[src/rtl/coherence_bus_if.sv]
// coherence_bus_if: cache-side request/snoop signals and the shared RAM port of the coherence bus.
interface coherence_bus_if;
    logic [1:0]        dren;
    logic [1:0]        dwen;
    logic [1:0][31:0]  daddr;
    logic [1:0][31:0]  dstore;
    logic [1:0]        cctrans;
    logic [1:0]        ccwrite;
    logic [1:0]        dwait;
    logic [1:0][31:0]  dload;
    logic [1:0]        ccwait;
    logic [1:0]        ccinv;
    logic [1:0][31:0]  ccsnoopaddr;
    logic              ram_ren;
    logic              ram_wen;
    logic [31:0]       ram_addr;
    logic [31:0]       ram_store;
    logic [31:0]       ram_load;
    logic [1:0]        ram_state;

    modport master (
        output dren, dwen, daddr, dstore, cctrans, ccwrite, ram_load, ram_state,
        input  dwait, dload, ccwait, ccinv, ccsnoopaddr, ram_ren, ram_wen, ram_addr, ram_store
    );
    modport slave (
        input  dren, dwen, daddr, dstore, cctrans, ccwrite, ram_load, ram_state,
        output dwait, dload, ccwait, ccinv, ccsnoopaddr, ram_ren, ram_wen, ram_addr, ram_store
    );
endinterface

[src/rtl/coherence_bus_ctrl.sv]
// coherence_bus_ctrl: dual-core snooping controller serialising cache accesses onto one RAM port.
module coherence_bus_ctrl (
    input logic clk,
    input logic rst,
    coherence_bus_if.slave bus
);
    localparam logic [1:0] ACCESS = 2'd2;
    typedef enum logic [2:0] {IDLE, SNOOP, SWB0, SWB1, RD, WR, INV} state_t;
    state_t state, state_n;
    logic req, req_n, rr, rr_n, inv_wb, inv_wb_n, o, win, acc;
    logic [1:0] pinv, pinv_set, pinv_clr, request;
    logic [1:0][31:0] pinvaddr;
    logic [31:0] snoop_addr;

    assign o = ~req;
    assign acc = bus.ram_state == ACCESS;
    assign request = bus.dren | bus.dwen | pinv;
    assign win = &request ? rr : request[1];
    assign bus.dload = {bus.ram_load, bus.ram_load};
    // a cctrans while being snooped is an acknowledge, not an invalidate
    assign pinv_set = bus.cctrans & ~bus.dren & ~bus.dwen & ~bus.ccwait;

    always_ff @(posedge clk or posedge rst) begin
        if (rst) begin
            state <= IDLE;
            req <= 1'b0;
            rr <= 1'b0;
            inv_wb <= 1'b0;
            pinv <= '0;
            pinvaddr <= '0;
            snoop_addr <= '0;
        end else begin
            state <= state_n;
            req <= req_n;
            rr <= rr_n;
            inv_wb <= inv_wb_n;
            pinv <= (pinv & ~pinv_clr) | pinv_set;
            for (int c = 0; c < 2; c++)
                if (pinv_set[c]) pinvaddr[c] <= bus.daddr[c];
            if (state == IDLE && |request) snoop_addr <= {bus.daddr[win][31:3], 3'b000};
        end
    end

    always_comb begin
        state_n = state;
        req_n = req;
        rr_n = rr;
        inv_wb_n = inv_wb;
        pinv_clr = '0;
        bus.dwait = 2'b11;
        bus.ccwait = '0;
        bus.ccinv = '0;
        bus.ccsnoopaddr = '0;
        bus.ram_ren = 1'b0;
        bus.ram_wen = 1'b0;
        bus.ram_addr = '0;
        bus.ram_store = '0;
        case (state)
            IDLE: if (|request) begin
                req_n = win;
                rr_n = ~win;
                inv_wb_n = 1'b0;
                state_n = pinv[win] ? INV : bus.dwen[win] ? WR : bus.cctrans[win] ? SNOOP : RD;
            end
            SNOOP: begin
                bus.ccwait[o] = 1'b1;
                bus.ccsnoopaddr[o] = snoop_addr;
                if (bus.cctrans[o]) state_n = bus.ccwrite[o] ? SWB0 : RD;
            end
            SWB0, SWB1: begin
                bus.ram_wen = bus.dwen[o];
                bus.ram_addr = bus.daddr[o];
                bus.ram_store = bus.dstore[o];
                if (!bus.dren[o] && !bus.dwen[o]) state_n = IDLE;
                else if (acc && bus.dwen[o]) begin
                    bus.dwait[o] = 1'b0;
                    state_n = state == SWB0 ? SWB1 : inv_wb ? IDLE : RD;
                end
            end
            RD: begin
                bus.ram_ren = 1'b1;
                bus.ram_addr = bus.daddr[req];
                if (!bus.dren[req] && !bus.dwen[req]) state_n = IDLE;
                else if (acc) begin
                    bus.dwait[req] = 1'b0;
                    state_n = bus.daddr[req][2] ? IDLE : RD;
                end
            end
            WR: begin
                bus.ram_wen = 1'b1;
                bus.ram_addr = bus.daddr[req];
                bus.ram_store = bus.dstore[req];
                if (!bus.dren[req] && !bus.dwen[req]) state_n = IDLE;
                else if (acc) begin
                    bus.dwait[req] = 1'b0;
                    state_n = IDLE;
                end
            end
            INV: begin
                bus.ccwait[o] = 1'b1;
                bus.ccinv[o] = 1'b1;
                bus.ccsnoopaddr[o] = pinvaddr[req];
                if (bus.cctrans[o]) begin
                    pinv_clr[req] = 1'b1;
                    inv_wb_n = 1'b1;
                    state_n = bus.ccwrite[o] ? SWB0 : IDLE;
                end
            end
            default: state_n = IDLE;
        endcase
    end
endmodule

[src/flat_wrapper.sv]
// flat-port wrapper written by rule: the top's interface ports become plain ports
module coherence_bus_ctrl_flat 
  (clk, rst, bus_dren, bus_dwen, bus_daddr, bus_dstore, bus_cctrans, bus_ccwrite, bus_ram_load, bus_ram_state, bus_dwait, bus_dload, bus_ccwait, bus_ccinv, bus_ccsnoopaddr, bus_ram_ren, bus_ram_wen, bus_ram_addr, bus_ram_store);
  coherence_bus_if bus_i ();
  input logic clk;
  input logic rst;
  input wire logic [$bits(bus_i.dren)-1:0] bus_dren;
  input wire logic [$bits(bus_i.dwen)-1:0] bus_dwen;
  input wire logic [$bits(bus_i.daddr)-1:0] bus_daddr;
  input wire logic [$bits(bus_i.dstore)-1:0] bus_dstore;
  input wire logic [$bits(bus_i.cctrans)-1:0] bus_cctrans;
  input wire logic [$bits(bus_i.ccwrite)-1:0] bus_ccwrite;
  input wire logic [$bits(bus_i.ram_load)-1:0] bus_ram_load;
  input wire logic [$bits(bus_i.ram_state)-1:0] bus_ram_state;
  output wire logic [$bits(bus_i.dwait)-1:0] bus_dwait;
  output wire logic [$bits(bus_i.dload)-1:0] bus_dload;
  output wire logic [$bits(bus_i.ccwait)-1:0] bus_ccwait;
  output wire logic [$bits(bus_i.ccinv)-1:0] bus_ccinv;
  output wire logic [$bits(bus_i.ccsnoopaddr)-1:0] bus_ccsnoopaddr;
  output wire logic [$bits(bus_i.ram_ren)-1:0] bus_ram_ren;
  output wire logic [$bits(bus_i.ram_wen)-1:0] bus_ram_wen;
  output wire logic [$bits(bus_i.ram_addr)-1:0] bus_ram_addr;
  output wire logic [$bits(bus_i.ram_store)-1:0] bus_ram_store;
  assign bus_i.dren = bus_dren;
  assign bus_i.dwen = bus_dwen;
  assign bus_i.daddr = bus_daddr;
  assign bus_i.dstore = bus_dstore;
  assign bus_i.cctrans = bus_cctrans;
  assign bus_i.ccwrite = bus_ccwrite;
  assign bus_i.ram_load = bus_ram_load;
  assign bus_i.ram_state = bus_ram_state;
  assign bus_dwait = bus_i.dwait;
  assign bus_dload = bus_i.dload;
  assign bus_ccwait = bus_i.ccwait;
  assign bus_ccinv = bus_i.ccinv;
  assign bus_ccsnoopaddr = bus_i.ccsnoopaddr;
  assign bus_ram_ren = bus_i.ram_ren;
  assign bus_ram_wen = bus_i.ram_wen;
  assign bus_ram_addr = bus_i.ram_addr;
  assign bus_ram_store = bus_i.ram_store;
  coherence_bus_ctrl u_core (.clk(clk), .rst(rst), .bus(bus_i));
endmodule
[config.mk]
export PLATFORM = sky130hd
export DESIGN_NAME = coherence_bus_ctrl_flat
export DESIGN_NICKNAME = d
export VERILOG_FILES = /design/src/rtl/coherence_bus_if.sv /design/src/rtl/coherence_bus_ctrl.sv /design/src/flat_wrapper.sv
export SDC_FILE = /design/constraint.sdc
export NUM_CORES = 1
export LEC_CHECK = 0
export BUFFER_PORTS_ARGS = -buffer_cell sky130_fd_sc_hd__buf_2
export CORE_AREA = 2 2 146 148
export CTS_CLUSTER_SIZE = 20
export DETAILED_ROUTE_END_ITERATION = 6
export DIE_AREA = 0 0 148 150
export SYNTH_ARGS = -nofsm -noshare
export SYNTH_HDL_FRONTEND = slang
export SYNTH_SLANG_ARGS = --single-unit
[constraint.sdc]
create_clock -name clk -period 8.71 [get_ports clk]
set_input_delay 0.871 -clock clk [delete_from_list [all_inputs] [get_ports clk]]
set_output_delay 0.871 -clock clk [all_outputs]
set_load 0.1 [all_outputs]
==> results by group, run 1 <==
Run status
  • Status: completed

Global route
  • Overall fraction of global-route tracks in use: 0.203
  • Global route overflow: 0
  • First-pass GRT wire length: 35300 µm
  • GRT met2 Usage: 0.335
  • Met1 Use GR: 0.266
  • Most Crowded Layer GR: met2
  • Pin count of the biggest net entering global routing: 97
  • Vias in the first global route: 6307
  • Antenna violations before repair: 0
  • Met3 usage: 0.0466

Clocking
  • Postcts setup bufs: 0
  • H-tree levels: 3
  • Post-CTS sizing: 0
  • Clock slew seen by the registers of the worst setup and hold paths: 0.07 ns
  • CTS buffer count: 9
  • Clock tree buffer depth: 2
  • Hold Buf Count CTS: 0
  • CTS root buf: clkbuf_16
  • Worst-skew pair later-pin latency: 0.35 ns
  • CTS sink cnt: 101
  • TritonCTS clock tree: yes

Final layout
  • Area growth from synthesis to layout: 18.0%
  • Fill cell count: 2124
  • Nets: 1059
  • Fraction of layout cells with a size suffix above 1: 0.439
  • Diode count: 0
  • Layout Cells excl Fill: 1165

Timing
  • Final min period: 4.56 ns
  • Setup Viol. Count Final: 0
  • Period utilization: 0.523
  • Slew @ Worst Pin: 1.11 ns
  • RSZ-0062 raised after global routing: no
  • Rel. slew slack: 0.261
  • Final hold vios: 0
  • Hold Worst Slack: 0.486 ns
  • Max Fclk: 219 MHz
  • Slew Viols, Final: 0
  • Skew final: 0.00718 ns
  • Final TNS setup: 0 ns

Synthesis
  • Distinct cells, synth: 57
  • Synthesized flop and latch total: 101
  • Synth area leaders: dfrtp_1 (35%), a221oi_1 (11%), buf_4 (7.5%)
  • EDFF count, synth: 0
  • Synth Area per Inst: 9.88 µm²
  • Synth Cell Area: 7150 µm²
  • Yosys top cell area share: 0.353
  • Synth Instances: 724
  • Cell taking the most area after synthesis: dfrtp_1
  • Register area share after synthesis: 0.353
  • Yosys warning total: 0
  • Ys async rst share: 1.00
  • Post-synth top flop: dfrtp_1
  • Syn_nets: 898

Placement
  • RD Place Congestion: 0.794
  • Placed Cells incl. Taps: 1149
  • Dpl hpwl: 15500 µm
  • I/O Buffers: 275

Routing
  • Antenna-violating nets left: 0
  • Drt initial violations: 319
  • Wire length per cell: 20.1 µm
  • DRC viols: 0
  • Number of iterations in the first detailed-routing pass: 5
  • Final WL: 23400 µm
  • Vias per cell: 5.64
  • Vias: 6569

Floorplan
  • Die area: 22200 µm²
  • Die Wd: 148 µm
  • IO Pins: 372
  • Rows: 53
  • Die H: 150 µm
  • Core area: 20700 µm²
  • Starting Density: 0.346

Setup path
  • CP max FO: 96
  • R2R Setup Slk: 5.83 ns
  • Crit Path Category: flop to primary output
  • Crit path launch: u_core.state[2]$_DFFE_PP0P_
  • Crit. End Element: primary output
  • Crit path required time: 7.84 ns
  • Arrival @ worst endpoint: 3.69 ns
  • CP startpoint kind: flop
  • Worst r2r src: u_core.req$_DFFE_PP0P_

Flow run
  • Maxcap violations: 0

Min path
  • Min-delay worst type: input port to asynchronous set/reset pin
==> cell usage in the layout (no fill, tap or decap), types with 2 or more instances in the layout <==
cell type  instances
inv_6              3
buf_2            275
nor2_1            92
a211oi_1           2
inv_1              6
mux2_2            38
dfrtp_1          100
a221o_1            2
inv_2              2
a22o_1            53
nor3b_1            2
and2_1             2
a221oi_1          91
nor2_4             4
a21o_1             2
or3_1              2
clkbuf_16          9
clkbuf_8           2
nand2_1            5
a21oi_1           31
o21ai_0            6
nor2b_1            2
a22oi_1           24
nor3_1            17
buf_4             10
mux2i_1           32
nand3_1            3
mux2_4            29
o21ai_2            2
and3_1             7
nand2b_1           3
==> stage by stage <==
step | cell area (µm²) | setup slack, ns | utilization
after floorplan | 7150 | 4.31 | -
after global placement | 8150 | 4.62 | 0.394
after detailed placement | 8150 | 4.50 | 0.394
after CTS | 8440 | 4.11 | 0.408
after global routing | 8440 | 3.85 | 0.408
final | 8440 | 4.15 | 0.408
==> path summary, 6_finish.rpt <==
| kind | endpoint | cells past startpoint |
|---|---|---|
| setup / recovery | bus_ram_addr[26] | 7 |
| hold / removal | u_core.pinvaddr[48]$_DFFE_PP0P_ | 2 |
| setup reg to reg | u_core.pinv[1]$_DFF_PP0_ | 6 |
| hold reg to reg | u_core.pinvaddr[0]$_DFFE_PP0P_ | 1 |
| max in group asynchronous | u_core.req$_DFFE_PP0P_ | 3 |
| min in group clk | u_core.pinvaddr[0]$_DFFE_PP0P_ | 1 |
==> cell usage after synthesis (all sizes together), types with 3 or more instances <==
cell type,count
nand2,5
or3,3
nor3b,3
a22o,53
nand2b,3
dfrtp,101
mux2,67
clkbuf,26
nor3,18
nand3,4
o21ai,10
mux2i,32
inv,9
a21oi,32
nor2,97
a221oi,91
a22oi,24
and3,8
buf,109
==> layout make-up <==
type                       count  area (µm²)  area share
clock buffer                  11         253      0.0299
sequential                   101        2530       0.300
timing repair buffer         285        1450       0.172
multi-input combinational    479        3790       0.449
inverter                       9        36.3     0.00430
clock inverter                 5        38.8     0.00459
tap                          275         344      0.0408
==> logic make-up after synthesis <==
family | synth area share
AO/OA/AOI/OAI | 0.254
multiplexers | 0.165
AND/OR/NAND/NOR | 0.102
buffers and inverters | 0.122
flip-flops | 0.353
adder cells (fa/ha/maj) | 0.00350
==> critical path, stage by stage (launching register included) <==
cell and delay (ns):
dfrtp_1 0.50, inv_1 0.21, ha_4 0.82, inv_1 0.20
o21ai_2 0.79, a22oi_1 0.21, nor2_1 0.13, buf_2 0.43
==> layer usage <==
metal  wire, µm  vias up
li1           -     3041
met3       1420       37
met5          0        -
met2      11200      220
met1      10400     3271
met4        419        0
==> sequential cells by signal (all words and copies together) (netlist names) <==
name / flops
u_core.req: 1
u_core.rr: 1
u_core.snoop_addr: 29
u_core.pinv: 2
u_core.state: 3
u_core.inv_wb: 1
u_core.pinvaddr: 64
Power of run 1 is left out: the tool's default activity adds up to more than one toggle a clock period on the data nets, which glitch-free logic cannot reach.
==> inputs of run 2 (changes only) <==
Settings changed: CORE_AREA 2 2 146 148 to 2 2 147 149, DIE_AREA 0 0 148 150 to 0 0 149 151.
Clock period 8.71 ns to 4.44 ns, I/O delays scaled along.
==> run 2 against run 1 <==
Core utilization decreased by 0.12 points. Clock skew increased by 0.0024 ns. Cell area increased by 0.34%. Die area increased by 1.3%. Worst setup slack got worse by 3.4 ns. Critical path depth decreased by 2. Sequential share of layout area decreased by 0.10 points. Flip-flop and latch count unchanged.
==> results by group, run 2 (synthesis results as in run 1) <==
Timing
  • Final min period: 3.68 ns
  • Period utilization: 0.830
  • Rel. slew slack: 0.210 (-0.0510)
  • Final TNS setup: 0 ns (unchanged)
  • Final hold vios: 0 (unchanged)
  • Slew Viols, Final: 0 (unchanged)
  • Slew @ Worst Pin: 1.18 ns (+0.0738 ns)
  • Max Fclk: 271 MHz
  • Setup Viol. Count Final: 0 (unchanged)
  • Skew final: 0.00958 ns (+0.00239 ns)
  • RSZ-0062 raised after global routing: no

Clocking
  • H-tree levels: 3 (unchanged)
  • TritonCTS clock tree: yes
  • Clock tree buffer depth: 2 (unchanged)
  • Clock slew seen by the registers of the worst setup and hold paths: 0.07 ns (about the same)
  • Post-CTS sizing: 0 (unchanged)
  • Worst-skew pair later-pin latency: 0.36 ns (about the same)
  • CTS sink cnt: 101 (unchanged)
  • CTS root buf: clkbuf_16
  • Postcts setup bufs: 0 (unchanged)
  • Hold Buf Count CTS: 0 (unchanged)
  • CTS buffer count: 9 (unchanged)

Global route
  • Overall fraction of global-route tracks in use: 0.209 (+0.00653)
  • Vias in the first global route: 6168 (-2.2%)
  • Global route overflow: 0 (unchanged)
  • Antenna violations before repair: 0 (unchanged)
  • Pin count of the biggest net entering global routing: 75 (-23%)
  • First-pass GRT wire length: 36200 µm (+2.6%)

Floorplan
  • IO Pins: 372 (unchanged)
  • Die H: 151 µm (+0.67%)
  • Die area: 22500 µm² (+1.3%)
  • Die Wd: 149 µm (+0.68%)
  • Core area: 20800 µm² (+0.64%)
  • Starting Density: 0.344 (-0.00220)
  • Rows: 53 (unchanged)

Setup path
  • CP max FO: 31 (-68%)
  • R2R Setup Slk: 1.61 ns (-4.22 ns)
  • Crit path largest cell delay: 0.79 ns (-0.03 ns)
  • Worst r2r src: u_core.req$_DFFE_PP0P_
  • Crit path launch: u_core.state[2]$_DFFE_PP0P_
  • Crit path max-delay family: simple AND/OR/NAND/NOR gates
  • Reg2Reg Depth: 4 (-2)
  • Worst path bufs/invs: 2 (-1)
  • Crit path to: bus_ccsnoopaddr[58]
  • Crit. End Element: primary output
  • RR Endpoint: u_core.pinvaddr[14]$_DFFE_PP0P_
  • CP startpoint kind: flop
  • Arrival @ worst endpoint: 3.24 ns (-0.45 ns)
  • Crit Path Category: flop to primary output
  • Critical path cell sequence: inv_1, or3_4, nor2_4, a22o_1, buf_2
  • Crit path required time: 4.00 ns (-3.84 ns)
  • Number of cells on the critical path: 5 (-2)
  • Crit path max-delay cell type: nor2_4

Final layout
  • Largest register FFs: 64 (unchanged)
  • Area growth from synthesis to layout: 18.4%
  • Most frequent cells in the layout: buf_2 (275), dfrtp_1 (100), nor2_1 (92), a221oi_1 (91), a22o_1 (53)
  • Top flop regs: u_core.pinvaddr: 64 flops, u_core.snoop_addr: 29 flops, u_core.state: 3 flops
  • Diode count: 0 (unchanged)
  • Nets: 1063 (+0.38%)
  • Fraction of layout cells with a size suffix above 1: 0.440 (about the same)
  • Most common cell after layout, fill and taps aside: buf_2
  • Biggest register: u_core.pinvaddr
  • Fill cell count: 2117 (-0.33%)

Flow run
  • Maxcap violations: 0 (unchanged)

Routing
  • Vias per cell: 5.62 (-0.31%)
  • DRC viols: 0 (unchanged)
  • Final WL: 24300 µm (+3.7%)
  • Number of iterations in the first detailed-routing pass: 5 (unchanged)
  • Drt initial violations: 386 (+21%)
  • Wire length per cell: 20.8 µm (+3.4%)
  • Antenna-violating nets left: 0 (unchanged)
  • Vias: 6571 (+0.030%)

Placement
  • Dpl hpwl: 16600 µm (+7.3%)
  • RD Place Congestion: 0.811 (+2.2%)
  • I/O Buffers: 275 (unchanged)

Run status
  • Status: completed

Min path
  • Min-delay worst type: input port to asynchronous set/reset pin
run 2: cell types whose count changed in the layout (fill, tap and decap cells not counted), sizes merged:
cell / before / now
bufinv: 0 / 1
inv: 12 / 11
clkinv: 1 / 2
clkinvlp: 1 / 0
buf: 285 / 289
run 2: how the worst min path moves through the flow:
stage	from	endpoint	slack, ns	cells after the start
after floorplan	u_core.pinvaddr[0]$_DFFE_PP0P_	u_core.pinvaddr[0]$_DFFE_PP0P_	0.47	1
after global placement	u_core.pinvaddr[0]$_DFFE_PP0P_	u_core.pinvaddr[0]$_DFFE_PP0P_	0.48	1
after detailed placement	u_core.pinvaddr[34]$_DFFE_PP0P_	u_core.pinvaddr[34]$_DFFE_PP0P_	0.49	1
after CTS	bus_daddr[0]	u_core.pinvaddr[0]$_DFFE_PP0P_	0.33	2
after global routing	bus_daddr[0]	u_core.pinvaddr[0]$_DFFE_PP0P_	0.33	2
final	rst	u_core.pinvaddr[54]$_DFFE_PP0P_	0.30	2
run 2: layer usage:
| layer | routed length, µm | global-route usage |
|---|---|---|
| met1 | 10300 | 0.270 |
| met2 | 11800 | 0.348 |
| met3 | 1620 | 0.0503 |
| met4 | 520 | 0.0638 |
| met5 | 0 | 0 |
run 2: cell type report:
| type | count | area (µm²) | share of cell area |
|---|---|---|---|
| multi-input combinational | 479 | 3790 | 0.447 |
| clock buffer | 11 | 233 | 0.0275 |
| inverter | 9 | 36.3 | 0.00428 |
| tap | 275 | 344 | 0.0406 |
| sequential | 101 | 2530 | 0.299 |
| clock inverter | 5 | 57.6 | 0.00679 |
| timing repair buffer | 289 | 1480 | 0.175 |
run 2: worst reg2reg max path: stages, from the launching register on:
cell     delay (ns)
dfrtp_2        0.74
buf_4          0.55
o21ai_1        0.23
nand3_2        0.76
mux2_2         0.45
run 2: through the flow:
stage	hold WS (ns)	area [µm²]	setup slack (ns)	utilization	std cells
floorplan	0.471	7150	0.468	-	724
global placement	0.484	8180	1.21	0.393	1153
detailed placement	0.486	8180	1.14	0.393	1153
CTS	0.328	8470	0.750	0.407	1169
global route	0.327	8470	0.634	0.407	1169
finish	0.297	8470	0.757	0.407	1169
Power of run 2 is left out for the same reason.
